### config.mk
export PLATFORM = sky130hd
export DESIGN_NAME = mem_bus_ctrl
export DESIGN_NICKNAME = d
export VERILOG_FILES = /design/src/rtl/mem_bus_ctrl.sv
export SDC_FILE = /design/constraint.sdc
export NUM_CORES = 1
export LEC_CHECK = 0
export ABC_AREA = 1
export ABC_CLOCK_PERIOD_IN_PS = 2500
export CAP_MARGIN = 10
export CORE_UTILIZATION = 30
export DETAILED_ROUTE_END_ITERATION = 8
export DONT_BUFFER_PORTS = 1
export SYNTH_ARGS = -nofsm -noshare
export SYNTH_HDL_FRONTEND = slang
export SYNTH_SLANG_ARGS = --single-unit
### constraint.sdc
create_clock -name clk -period 2.5 [get_ports clk]
set_clock_uncertainty 0.05 [all_clocks]
set_input_delay 0.125 -clock clk [delete_from_list [all_inputs] [get_ports clk]]
set_output_delay 0.125 -clock clk [all_outputs]
set_load 0.03 [all_outputs]
### src/rtl/mem_bus_ctrl.sv
// mem_bus_ctrl: bridges the CPU control FSM to a single-beat external
// memory channel. One read or write is in flight at a time. The control FSM
// is frozen through 'hold' until the memory answers or the wait budget
// (TIMEOUT cycles in BUSY) runs out. A timed-out read returns 8'hFF and
// raises a sticky error flag.

module mem_bus_ctrl #(
    parameter int unsigned TIMEOUT = 15
) (
    input  logic        clk,
    input  logic        rst_n,
    input  logic        address_read,
    input  logic        data_in,
    input  logic        data_out,
    input  logic        mem_enable,
    input  logic [15:0] bus_in,
    input  logic [7:0]  acc_in,
    output logic [7:0]  rd_data,
    output logic        rd_valid,
    output logic        hold,
    output logic [15:0] mem_addr,
    output logic [7:0]  mem_wdata,
    output logic        mem_req,
    output logic        mem_we,
    input  logic        mem_ack,
    input  logic [7:0]  mem_rdata,
    output logic        timeout_err,
    input  logic        err_clr
);

    // Last wait count value allowed before the transaction is abandoned.
    localparam logic [7:0] LP_LAST_WAIT = 8'(TIMEOUT - 1);

    typedef enum logic [1:0] {
        IDLE = 2'd0,
        BUSY = 2'd1,
        DONE = 2'd2
    } state_t;

    state_t      r_state;
    logic [15:0] r_addr;
    logic [7:0]  r_wdata;
    logic [7:0]  r_rd_data;
    logic [7:0]  r_wait_cnt;
    logic        r_we;
    logic        r_mem_req;
    logic        r_rd_valid;
    logic        r_timeout_err;

    logic        w_valid;
    logic        w_in_idle;
    logic        w_in_busy;
    logic        w_timeout;

    // An access needs exactly one of the read/write qualifiers; both or
    // neither is treated as a malformed request and ignored.
    assign w_valid   = mem_enable & (data_in ^ data_out);
    assign w_in_idle = (r_state == IDLE);
    assign w_in_busy = (r_state == BUSY);

    // Budget exhausted on this cycle; an ack in the same cycle takes priority.
    assign w_timeout = w_in_busy & ~mem_ack & (r_wait_cnt == LP_LAST_WAIT);

    // hold must drop as soon as reset is asserted, even if a request is
    // still being presented, so it is gated by rst_n directly.
    assign hold = rst_n & ((w_in_idle & w_valid) | w_in_busy);

    assign mem_addr    = r_addr;
    assign mem_wdata   = r_wdata;
    assign mem_req     = r_mem_req;
    assign mem_we      = r_we;
    assign rd_data     = r_rd_data;
    assign rd_valid    = r_rd_valid;
    assign timeout_err = r_timeout_err;

    // Address capture from the internal bus; only accepted while idle so an
    // in-flight transaction keeps a stable address.
    always_ff @(posedge clk or negedge rst_n) begin
        if (!rst_n) begin
            r_addr <= 16'h0000;
        end else if (w_in_idle && address_read) begin
            r_addr <= bus_in;
        end
    end

    // Transaction FSM with registered request, write-enable and read results.
    always_ff @(posedge clk or negedge rst_n) begin
        if (!rst_n) begin
            r_state    <= IDLE;
            r_we       <= 1'b0;
            r_wdata    <= 8'h00;
            r_wait_cnt <= 8'h00;
            r_mem_req  <= 1'b0;
            r_rd_valid <= 1'b0;
            r_rd_data  <= 8'h00;
        end else begin
            r_rd_valid <= 1'b0;
            case (r_state)
                IDLE: begin
                    if (w_valid) begin
                        r_state    <= BUSY;
                        r_we       <= data_out;
                        r_wdata    <= acc_in;
                        r_wait_cnt <= 8'h00;
                        r_mem_req  <= 1'b1;
                    end
                end
                BUSY: begin
                    if (mem_ack) begin
                        r_state   <= DONE;
                        r_mem_req <= 1'b0;
                        r_we      <= 1'b0;
                        if (!r_we) begin
                            r_rd_data  <= mem_rdata;
                            r_rd_valid <= 1'b1;
                        end
                    end else if (w_timeout) begin
                        r_state   <= DONE;
                        r_mem_req <= 1'b0;
                        r_we      <= 1'b0;
                        if (!r_we) begin
                            r_rd_data  <= 8'hFF;
                            r_rd_valid <= 1'b1;
                        end
                    end else begin
                        r_wait_cnt <= r_wait_cnt + 8'h01;
                    end
                end
                DONE: begin
                    r_state <= IDLE;
                end
                default: begin
                    r_state   <= IDLE;
                    r_mem_req <= 1'b0;
                    r_we      <= 1'b0;
                end
            endcase
        end
    end

    // Sticky abort flag: a new abort outranks a clear in the same cycle.
    always_ff @(posedge clk or negedge rst_n) begin
        if (!rst_n) begin
            r_timeout_err <= 1'b0;
        end else if (w_timeout) begin
            r_timeout_err <= 1'b1;
        end else if (err_clr) begin
            r_timeout_err <= 1'b0;
        end
    end

    // The request strobe must track the BUSY state exactly.
    assert property (@(posedge clk) disable iff (!rst_n)
        r_mem_req == (r_state == BUSY));

    // The address presented to memory never moves while a request is pending.
    assert property (@(posedge clk) disable iff (!rst_n)
        (w_in_busy && !mem_ack) |=> $stable(r_addr));

endmodule

## Yosys cells after proc, flatten, opt, wreduce, memory -nomap -nowiden

Index checks and enable logic that the tools add are counted.
Widths: inputs -> output; s select.

- Flip-flop bits (word level): 46
- Input port bits: 40
- Output and inout bits: 37
- Word-level logic and storage cells: 61

- Add/sub/neg operators: 1
- Equality and inequality tests: 7
- Multiplexer cells: 24
- Bitwise gates (word level): 10
- Reduce and logical (&&, ||, !) cells: 10

Operators with widths:

| kind | count |
|---|---|
| $mux 8 | 7 |
| $pmux 8 s2 | 1 |
| $mux 1 | 10 |
| $add 8x1->8 const B | 1 |
| $eq 8x4->1 const B | 1 |
| $mux 2 | 3 |
| $ne 2x2->1 const B | 3 |
| $pmux 1 s3 | 2 |
| $reduce_and 3->1 | 2 |
| $reduce_bool 2->1 | 3 |
| $and 1x1->1 | 5 |
| $pmux 2 s2 | 1 |
| $reduce_and 2->1 | 2 |
| $reduce_and 4->1 | 1 |
| $ne 3x2->1 const B | 1 |
| $not 1->1 | 3 |
| $eq 2x1->1 const B | 1 |
| $eq 2x2->1 const B | 1 |
| $logic_not 2->1 | 1 |
| $logic_and 1x1->1 | 1 |
| $or 1x1->1 | 1 |
| $xor 1x1->1 | 1 |

## Longest topological paths before layout

- Depth after elaboration: 6
- Gate-level depth with buffers: 8

## Least setup slack after synthesis

No wires, ideal clock.

- Path type: reg-to-output
- From: register r_state[0]
- To: output hold
- Arrival: 1.509 ns
- Path slack: 0.816 ns
- Stages on the path, launching flop included: 4
- Path buffers: 0
- Path through: dfrtp_1 -> nor2_4 -> nand4_2 -> a21boi_0

- Cells in the longest elaborated chain, start to end: 4

Ends and longest elaborated chain:

| element | line | source |
|---|---|---|
| start: declaration | 40 | `state_t r_state;` |
| start signal: assignment | 89 | `r_state <= IDLE;` |
| start signal: assignment | 101 | `r_state <= BUSY;` |
| start signal: assignment | 110 | `r_state <= DONE;` |
| $logic_not 2->1 | 58 | `assign w_in_idle = (r_state == IDLE);` |
| $and 1x1->1 | 66 | `assign hold = rst_n & ((w_in_idle & w_valid) \| w_in_busy);` |
| $or 1x1->1 * | 66 |  |
| $and 1x1->1 * | 66 |  |
| end: declaration | 20 | `output logic hold,` |

Every way passes the cells marked *; elsewhere a longest branch is shown, timed or not.

## Worst setup path in the final report

Ends and elaborated chain as after synthesis.

==> out/results.tsv <==
stage	metric	value	unit
synth	Post-Syn Area	2120	um2
synth	largest family of logic cells by synthesized area	simple AND/OR/NAND/NOR gates	
grt	grt ovf	0	
layout	layout cells sized above 1	14.6	%
critical_path	data required time of the worst path	2330	ps
route	DRT iter0 DRCs	40	
layout	most frequent cells in the layout	59 x nand2_1, 46 x dfrtp_1, 30 x dlygate4sd3_1, 25 x inv_1, 16 x mux2_2	
sta	crit share post-route	71.6	%
pwr	Pwr Total	3.03	mW
route	vias	1528	
layout	post-route cell area	2650	um2
synth	syn avg cell area	9.76	um2
worst_hold_path	Endpoint, Worst Hold	rd_data[6]$_DFFE_PN0P_	
die	die area	7400	um2
pwr	PwrDens	1140	nW/um2
synth	syn_nets	259	
route	antenna-violating nets left	0	
synth	Synth Area in Adders	1.18	%
critical_path	delay-heaviest family, CP	flip-flops	
clock_tree	clk_lat worst skew	300	ps
critical_path	crit path capture type	output pin	
critical_path	Worst R2R Start	r_wait_cnt[0]$_DFFE_PN0P_	
sta	Max Fclk	559	MHz
pwr	Leak	1.27	nW
sta	measured slew at the worst slew-check pin	530	ps
layout	Area Overhead vs Synth	25.1	%
critical_path	CP Launch Type	flop	
critical_path	Worst EP arrival	1620	ps
critical_path	Cell Chain, Critical Path	nor2_4 > nand4_2 > a21boi_0 > buf_4	
critical_path	reg2reg setup slack	750	ps
sta	RSZ-0062 raised after global routing	false	
run_status	outcome	completed	
layout	nets@finish	294	
synth	multiplexer share of the synthesized area	8.51	%
synth	post-synthesis sequential area ratio	54.4	%
clock_tree	CTS Hold Buffers Added	31	
placed_design	DP Wirelength	2950	um
synth	Warnings, synthesis	0	
route	First-pass DRT Iterations	4	
clock_tree	CTS resizes	0	
critical_path	Setup CP Type	reg -> out	
critical_path	Largest stage delay, worst path	450	ps
sta	# setup viols final	0	
route	final wirelength	4370	um
grt	GRT Total Usage	12.4	%
sta	TNS Setup	0	ps
worst_hold_path	min-delay src	mem_rdata[6]	
pwr	maximum vdd ir drop	0.399	mV
synth	top cells by area, synth	dfrtp_1 54%, nand2_1 10%, mux2_2 8.5%	
grt	vias in the first global route	1604	
clock_tree	Clock Sinks	46	
grt	largest net degree at the start of global routing	47	
placed_design	number of port buffers	0	
synth	Synth Area in Compound Gates	4.79	%
die	Core ar.	6790	um2
placed_design	pre-CTS WS	750	ps
critical_path	R2R depth	7	
layout	Filler cells	665	
job	maxcap violations	0	
clock_tree	CTS tree	yes	
layout	Antenna Cells	0	
clock_tree	H-Tree Depth	2	
die	Die W	86.0	um
layout	commonest non-fill, non-tap cell in the layout	nand2_1	
clock_tree	clk buf depth	2	
die	Initial Util	31.2	%
sta	relative slew slack	64.5	%
synth	Netlist cell types	29	
clock_tree	Setup Fix Bufs, Post-CTS	0	
critical_path	Max FO, Critical Path	8	
sta	Max Transition Viols Final	0	
die	row count	30	
grt	initial antenna violation count	0	
layout	sequential cell area	1150	um2
sta	worst setup margin	710	ps
critical_path	buffer and inverter count on the worst path	1	
clock_tree	CTS Buf Count	5	
sta	Final Critical Period	1790	ps
synth	simple-gate share of the synthesized area	23.5	%
sta	Hold Slack	8.56	ps
grt	first-pass GRT wire length	7220	um
layout	multi-input logic area	821	um2
worst_hold_path	Hold Crit Depth	4	
die	Ports	77	
placed_design	dpl cell area	2210	um2
synth	Synth area leader	dfrtp_1	
route	routed vias/inst	4.38	
synth	Cells after Synth	217	
route	drt drc	0	
critical_path	crit path launch	r_state[0]$_DFFE_PN0P_	
synth	area share of the largest cell type after synthesis	54.4	%
synth	FF+latch count, synth	46	
die	Die Y	86.0	um
critical_path	Reg2Reg Capture Point	rd_data[4]$_DFFE_PN0P_	
sta	Final Hold Viols	0	
placed_design	GP Congestion	0.738	
critical_path	Critical-path top delay cell	dfrtp_1	
route	wire per inst	12.5	um
clock_tree	root buffer cell	clkbuf_8	
worst_hold_path	worst min-delay path class	in -> reg	
synth	Post-Synth XOR/XNOR Area	0.827	%
clock_tree	clock slew at reported path FFs	90	ps
==> cells by family (layout without fill, tap and decap cells) <==
family | after synthesis | after routing
compound gates | 17 | 17
xor+xnor | 2 | 2
fa+ha+maj | 2 | 2
buf+inv | 32 | 68
flops | 46 | 46
mux | 16 | 16
simple gates | 102 | 102
==> sequential cells by signal, summed over array words and instances, names as in the netlist <==
register and count:
mem_addr 16, mem_wdata 8, r_wait_cnt 8, rd_data 8, r_state 2, mem_req 1, mem_we 1, rd_valid 1
timeout_err 1
==> worst max path at each step <==
stage                                        end  slack (ps)  depth (start not counted)
after floorplan                             hold         820                          3
after global placement    rd_data[6]$_DFFE_PN0P_         800                          7
after detailed placement  rd_data[4]$_DFFE_PN0P_         750                          7
after CTS                                   hold         670                          4
after global routing                        hold         560                          4
final                                       hold         710                          4
==> routing by layer <==
layer | global-route usage (%) | share of wire [%] | wire [um]
met4 | 5.00 | 1.6 | 72
met1 | 13.1 | 41 | 1790
met3 | 4.72 | 9.1 | 397
met2 | 22.2 | 48 | 2110
met5 | 0 | 0 | 0
==> synth_stat cells, drive strengths merged <==
master   n
nor2    14
mux2    16
xor2     2
clkinv   2
nand4   10
o21bai   1
buf      2
or2      1
ha       2
a21oi    2
o21ai   13
a21boi   1
clkbuf   3
nor3b    1
nand3   14
dfrtp   46
inv     25
nand2   62
==> through the flow <==
step / std cells / utilization (%)
after floorplan: 217 / -
after global placement: 310 / 32.5
after detailed placement: 310 / 32.5
after CTS: 349 / 39.0
after global routing: 349 / 39.0
final: 349 / 39.0
==> area by class of cell <==
cell class,count,share of cell area (%)
clock inverter,3,1.65
tap,96,4.53
multi-input combinational,139,31.0
inverter,27,3.83
timing repair buffer,33,12.9
sequential,46,43.5
clock buffer,5,2.60
==> report_power, final <==
group          total [mW]  switching, mW  internal [mW]
clock network       0.559          0.259          0.300
registers            1.84          0.796           1.04
logic               0.631          0.336          0.295
==> worst register-to-register path, delay by kind of cell, from the launching register on <==
family          cells  cell delay (ps)
simple gates        4              480
fa+ha+maj           1              160
buf+inv             1               70
compound gates      1              480
flops               1              420
Note: power is estimated with default switching activity, not from simulation.
